==> src/rtl/sound_frame_seq_if.sv <==
// Control and event bundle between the APU register block / channels and the frame sequencer.
interface sound_frame_seq_if;
    logic       sound_en;
    logic [3:0] trig;
    logic [2:0] step;
    logic       length_tick;
    logic       sweep_tick;
    logic       env_tick;
    logic       clk_length_ctr;
    logic       clk_sweep;
    logic       clk_vol_env;
    logic [3:0] start;

    modport master (
        output sound_en, trig,
        input  step, length_tick, sweep_tick, env_tick,
        input  clk_length_ctr, clk_sweep, clk_vol_env, start
    );

    modport slave (
        input  sound_en, trig,
        output step, length_tick, sweep_tick, env_tick,
        output clk_length_ctr, clk_sweep, clk_vol_env, start
    );
endinterface

==> src/rtl/sound_frame_seq.sv <==
// APU frame sequencer: 512 Hz 8-step sequence producing length/sweep/envelope strobes and
// level clocks, plus fixed-width per-channel start pulses from NRx4 trigger writes.
module sound_frame_seq #(
    parameter int CLK_DIV = 8192,
    parameter int START_W = 2
) (
    input  logic              clk,
    input  logic              rst,
    sound_frame_seq_if.slave  bus
);
    localparam int DIV_W = $clog2(CLK_DIV);
    localparam int CNT_W = $clog2(START_W + 1);
    localparam logic [DIV_W-1:0] DIV_LAST = DIV_W'(CLK_DIV - 1);
    localparam logic [DIV_W-1:0] DIV_HALF = DIV_W'(CLK_DIV / 2);
    localparam logic [CNT_W-1:0] CNT_LOAD = CNT_W'(START_W);

    logic [DIV_W-1:0]            div_q, div_d;
    logic [2:0]                  step_q, step_d;
    logic                        len_tick_q, len_tick_d;
    logic                        sweep_tick_q, sweep_tick_d;
    logic                        env_tick_q, env_tick_d;
    logic                        clk_len_q, clk_len_d;
    logic                        clk_sweep_q, clk_sweep_d;
    logic                        clk_env_q, clk_env_d;
    logic [3:0][CNT_W-1:0]       cnt_q, cnt_d;
    logic [3:0]                  start_q, start_d;
    logic                        term_s;

    assign term_s = (div_q == DIV_LAST);

    // Next-state: prescaler, step, strobes from the old step, level clocks and start counters.
    always_comb begin
        div_d        = div_q;
        step_d       = step_q;
        len_tick_d   = 1'b0;
        sweep_tick_d = 1'b0;
        env_tick_d   = 1'b0;
        clk_len_d    = 1'b0;
        clk_sweep_d  = 1'b0;
        clk_env_d    = 1'b0;
        cnt_d        = cnt_q;
        start_d      = 4'b0000;
        if (!bus.sound_en) begin
            div_d  = '0;
            step_d = 3'd0;
            cnt_d  = '0;
        end else begin
            if (term_s) begin
                div_d  = '0;
                step_d = step_q + 3'd1;
            end else begin
                div_d  = div_q + DIV_W'(1);
            end
            len_tick_d   = term_s & ~step_q[0];
            sweep_tick_d = term_s & ((step_q == 3'd2) | (step_q == 3'd6));
            env_tick_d   = term_s & (step_q == 3'd7);
            // Level clocks drop half a step after rising; events never overlap.
            if (len_tick_d) begin
                clk_len_d = 1'b1;
            end else if (div_d == DIV_HALF) begin
                clk_len_d = 1'b0;
            end else begin
                clk_len_d = clk_len_q;
            end
            if (sweep_tick_d) begin
                clk_sweep_d = 1'b1;
            end else if (div_d == DIV_HALF) begin
                clk_sweep_d = 1'b0;
            end else begin
                clk_sweep_d = clk_sweep_q;
            end
            if (env_tick_d) begin
                clk_env_d = 1'b1;
            end else if (div_d == DIV_HALF) begin
                clk_env_d = 1'b0;
            end else begin
                clk_env_d = clk_env_q;
            end
            for (int i = 0; i < 4; i++) begin
                if (bus.trig[i]) begin
                    cnt_d[i] = CNT_LOAD;
                end else if (cnt_q[i] != '0) begin
                    cnt_d[i] = cnt_q[i] - CNT_W'(1);
                end else begin
                    cnt_d[i] = cnt_q[i];
                end
            end
        end
        for (int i = 0; i < 4; i++) begin
            start_d[i] = (cnt_d[i] != '0);
        end
    end

    // State and output registers, cleared asynchronously.
    always_ff @(posedge clk or posedge rst) begin
        if (rst) begin
            div_q        <= '0;
            step_q       <= 3'd0;
            len_tick_q   <= 1'b0;
            sweep_tick_q <= 1'b0;
            env_tick_q   <= 1'b0;
            clk_len_q    <= 1'b0;
            clk_sweep_q  <= 1'b0;
            clk_env_q    <= 1'b0;
            cnt_q        <= '0;
            start_q      <= 4'b0000;
        end else begin
            div_q        <= div_d;
            step_q       <= step_d;
            len_tick_q   <= len_tick_d;
            sweep_tick_q <= sweep_tick_d;
            env_tick_q   <= env_tick_d;
            clk_len_q    <= clk_len_d;
            clk_sweep_q  <= clk_sweep_d;
            clk_env_q    <= clk_env_d;
            cnt_q        <= cnt_d;
            start_q      <= start_d;
        end
    end

    assign bus.step           = step_q;
    assign bus.length_tick    = len_tick_q;
    assign bus.sweep_tick     = sweep_tick_q;
    assign bus.env_tick       = env_tick_q;
    assign bus.clk_length_ctr = clk_len_q;
    assign bus.clk_sweep      = clk_sweep_q;
    assign bus.clk_vol_env    = clk_env_q;
    assign bus.start          = start_q;
endmodule
==> src/flat_wrapper.sv <==
// flat-port wrapper written by rule: the top's interface ports become plain ports
module sound_frame_seq_flat 
#(
    parameter int CLK_DIV = 8192,
    parameter int START_W = 2
)
  (clk, rst, bus_sound_en, bus_trig, bus_step, bus_length_tick, bus_sweep_tick, bus_env_tick, bus_clk_length_ctr, bus_clk_sweep, bus_clk_vol_env, bus_start);
  sound_frame_seq_if bus_i ();
  input  logic clk;
  input  logic rst;
  input wire logic [$bits(bus_i.sound_en)-1:0] bus_sound_en;
  input wire logic [$bits(bus_i.trig)-1:0] bus_trig;
  output wire logic [$bits(bus_i.step)-1:0] bus_step;
  output wire logic [$bits(bus_i.length_tick)-1:0] bus_length_tick;
  output wire logic [$bits(bus_i.sweep_tick)-1:0] bus_sweep_tick;
  output wire logic [$bits(bus_i.env_tick)-1:0] bus_env_tick;
  output wire logic [$bits(bus_i.clk_length_ctr)-1:0] bus_clk_length_ctr;
  output wire logic [$bits(bus_i.clk_sweep)-1:0] bus_clk_sweep;
  output wire logic [$bits(bus_i.clk_vol_env)-1:0] bus_clk_vol_env;
  output wire logic [$bits(bus_i.start)-1:0] bus_start;
  assign bus_i.sound_en = bus_sound_en;
  assign bus_i.trig = bus_trig;
  assign bus_step = bus_i.step;
  assign bus_length_tick = bus_i.length_tick;
  assign bus_sweep_tick = bus_i.sweep_tick;
  assign bus_env_tick = bus_i.env_tick;
  assign bus_clk_length_ctr = bus_i.clk_length_ctr;
  assign bus_clk_sweep = bus_i.clk_sweep;
  assign bus_clk_vol_env = bus_i.clk_vol_env;
  assign bus_start = bus_i.start;
  sound_frame_seq #(.CLK_DIV(CLK_DIV), .START_W(START_W)) u_core (.clk(clk), .rst(rst), .bus(bus_i));
endmodule
==> config.mk <==
export PLATFORM = sky130hd
export DESIGN_NAME = sound_frame_seq_flat
export DESIGN_NICKNAME = d
export VERILOG_FILES = /design/src/rtl/sound_frame_seq_if.sv /design/src/rtl/sound_frame_seq.sv /design/src/flat_wrapper.sv
export SDC_FILE = /design/constraint.sdc
export NUM_CORES = 1
export LEC_CHECK = 0
export CAP_MARGIN = 15
export CORE_MARGIN = 2
export CORE_UTILIZATION = 38
export DETAILED_ROUTE_END_ITERATION = 6
export HOLD_SLACK_MARGIN = 0.12
export PLACE_DENSITY = 0.7
export SLEW_MARGIN = 40
export SYNTH_ARGS = -nofsm -noshare
export SYNTH_HDL_FRONTEND = slang
export SYNTH_SLANG_ARGS = --single-unit
export TNS_END_PERCENT = 1
==> constraint.sdc <==
create_clock -name clk -period 1.7 [get_ports clk]
set_input_delay 0.255 -clock clk [delete_from_list [all_inputs] [get_ports clk]]
set_output_delay 0.255 -clock clk [all_outputs]
set_load 0.01 [all_outputs]
==> flow_summary_export.csv <==
group,metric,value,unit
power,vdd_drop_max,378,uV
global_route,grt_pass1_wl,6200,microns
detailed_routing,dr.pass1.iters,4,
setup_path,crit_chain,"ha_4 -> a211o_1 -> a211o_1 -> a22o_4 -> o311ai_4 -> nand2_1",
finish,final_cell_mix,"dfrtp_1, buf_4, clkdlybuf4s50_1",
global_route,grt_antenna_before_repair,0,
clock_tree,htree_num_levels,2,
setup_path,rr_startpoint,"u_core.div_q[0]",
yosys,netlist_area,1640,sq um
yosys,syn-instance-count,159,
yosys,ys_types,40,
clock_tree,root_buffer,"clkbuf_8",
floorplanning,coreArea,4090,sq um
global_route,grt.total_usage,16.3,%
sta,hold_violations,0,
detailed_routing,finalWirelength,3660,microns
global_route,gr-usage-met2,28.7,%
clock_tree,cts_sinks,34,
setup_path,worstPathRequired,1.87,ns
floorplanning,chipWidth,69.7,microns
detailed_routing,wl_per_cell,14.6,microns
sta,maxSlewViolCount,0,
placement,dpl.hpwl,2510,microns
power,fin_total_pwr,1.87,mW
setup_path,timing.rr.end,"u_core.bus.clk_sweep",
finish,final_common_cell,"dfrtp_1",
sta,layout_setup_ws,-0.201,ns
floorplanning,ios,20,
yosys,synth-main-ff-cell,"dfrtp_1",
finish,drive_gt1_share,25.5,%
sta,fin_crit_sh,112,%
detailed_routing,drc,0,
placement,pre_cts_ws,-0.231,ns
global_route,grt.busiest_layer,"met2",
global_route,met3_usage,3.92,%
setup_path,end_kind,"flop",
power,cellLeakagePower,1.04,nW
sta,min_period,1.90,ns
setup_path,path_class,"flop to flop",
setup_path,reg2reg_depth,6,
status,outcome,"finished, violations left",
sta,setup-tns-final,-0.561,ns
clock_tree,cts_tree,"built",
yosys,avgSynthCellArea,10.3,sq um
global_route,use_met1,17.4,%
clock_tree,insertion_delay,0.29,ns
sta,setup_viol,5,
yosys,synth_edf_count,0,
setup_path,path_common_cell,"a211o_1",
sta,fmax,526,MHz
job,max-cap-violations,0,
detailed_routing,drt_iter0_drc,87,
finish,layout.nets,210,
yosys,ys_seq_area_share,51.8,%
sta,rsz0062_at_grt,"yes",
setup_path,critPathTopFamily,"compound AO/OA/AOI/OAI gates",
setup_path,worst-path-max-fanout,5,
clock_tree,cts_setup_buffers,0,
yosys,async_reset_ff_share,100,%
yosys,ys_warn_count,0,
floorplanning,rows,23,
global_route,first_global_vias,1371,
yosys,ys_ff_latch,34,
setup_path,reg2reg_setup_slack,-0.20,ns
clock_tree,numCtsBuffers,5,
yosys,synth_nets,170,
setup_path,slowest_delay,0.42,ns
sta,hold_ws,0.360,ns
setup_path,cp_slowest_cell,"dfrtp_1",
placement,post_dp_cell_area,2030,sq um
sta,relSlewSlack,71.5,%
detailed_routing,antenna_left,0,
finish,area_delta_synth_final,37.3,%
worst_hold_path,hp-class,"input pin to asynchronous set/reset pin",
sta,fin_skew,0.00478,ns
floorplanning,dieArea,4860,sq um
clock_tree,clkTransAtPathRegs,0.07,ns
global_route,grt_max_degree,35,
sta,worst_pin_slew,0.428,ns
global_route,overflow,0,
detailed_routing,viasPerCell,5.32,
status,violations,"setup timing",
floorplanning,start_util,40.2,%
setup_path,path_buf_inv,0,
floorplanning,die_h,69.7,microns
setup_path,timing.critical_path.arrival,2.07,ns
clock_tree,clockBufferDepth,2,
power,pwr_density_cell,830,nW/um^2
finish,stdcell_area,2250,sq um
finish,num_antenna_cells,0,
placement,io_buffers,19,
detailed_routing,vias,1329,
placement,gp_congestion,0.882,
setup_path,critPathLaunchType,"flop",
-- worst max-delay path by stage --
stage | start | to | depth (start not counted)
global route | u_core.div_q[0] | u_core.bus.clk_sweep | 6
global placement | u_core.div_q[1] | u_core.bus.clk_length_ctr | 5
CTS | u_core.div_q[0] | u_core.bus.clk_sweep | 5
floorplan | u_core.div_q[0] | u_core.bus.clk_length_ctr | 7
detailed placement | u_core.div_q[1] | u_core.bus.clk_length_ctr | 5
finish | u_core.div_q[0] | u_core.bus.clk_sweep | 6
-- routing by layer --
layer	up-vias	part of all wire [%]	wire length [microns]
met4	0	2.8	104
met1	660	40	1450
met5	-	0	0
met3	10	4.3	158
met2	23	53	1950
li1	636	-	-
-- kinds of logic after synthesis --
family	share of synthesized area, %
simple gates	24.8
flops	51.8
compound gates	11.9
buf+inv	3.58
xor+xnor	4.27
fa+ha+maj	3.05
mux	0.610
-- worst min-delay path: cells and delay by family --
kind	cells	cell delay [ns]
buf+inv	3	0.83
-- area by class of cell --
cell class | count | area, sq um
fillers | 331 | 1830
flip-flops and latches | 34 | 853
well taps | 50 | 62.6
clock inverters | 3 | 68.8
repair buffers | 41 | 359
multi-input cells | 112 | 822
inverters | 5 | 18.8
clock buffers | 5 | 68.8
-- report_power, final --
part	switching [mW]	internal [mW]	total, mW
Clock	0.308	0.587	0.895
Sequential	0.0140	0.827	0.841
Combinational	0.0683	0.0658	0.134
Total	0.390	1.48	1.87
-- synth_stat cells (all sizes together), types with 5 or more instances --
library cell | n | area (sq um)
and3 | 7 | 43.8
xor2 | 5 | 43.8
a21oi | 5 | 28.8
nand4 | 5 | 37.5
nor2 | 14 | 52.6
nand2 | 16 | 65.1
o21a | 7 | 52.6
clkbuf | 5 | 18.8
nand3 | 7 | 35.0
inv | 5 | 18.8
dfrtp | 34 | 851
-- state kept, by name, summed over array words and instances, names as in the netlist --
signal,flops
u_core.bus.sweep_tick,1
u_core.bus.length_tick,1
u_core.bus.clk_length_ctr,1
u_core.bus.clk_vol_env,1
u_core.bus.env_tick,1
u_core.cnt_q,8
u_core.bus.start,4
u_core.bus.clk_sweep,1
u_core.bus.step,3
u_core.div_q,13
-- through the flow --
stage	utilization (%)	std cells
2_1_floorplan	-	159
3_3_place_gp	49.8	242
3_5_place_dp	49.8	242
4_1_cts	53.8	250
5_1_grt	55.1	250
6_report	55.1	250
-- timing repair --
item,4_1_cts,5_1_grt
setup endpoints to repair,18,18
hold buffers,0,0
pin swaps,6,7
gates resized for setup,5,11
cloned,0,0
Power figures use the tool's default switching activity.
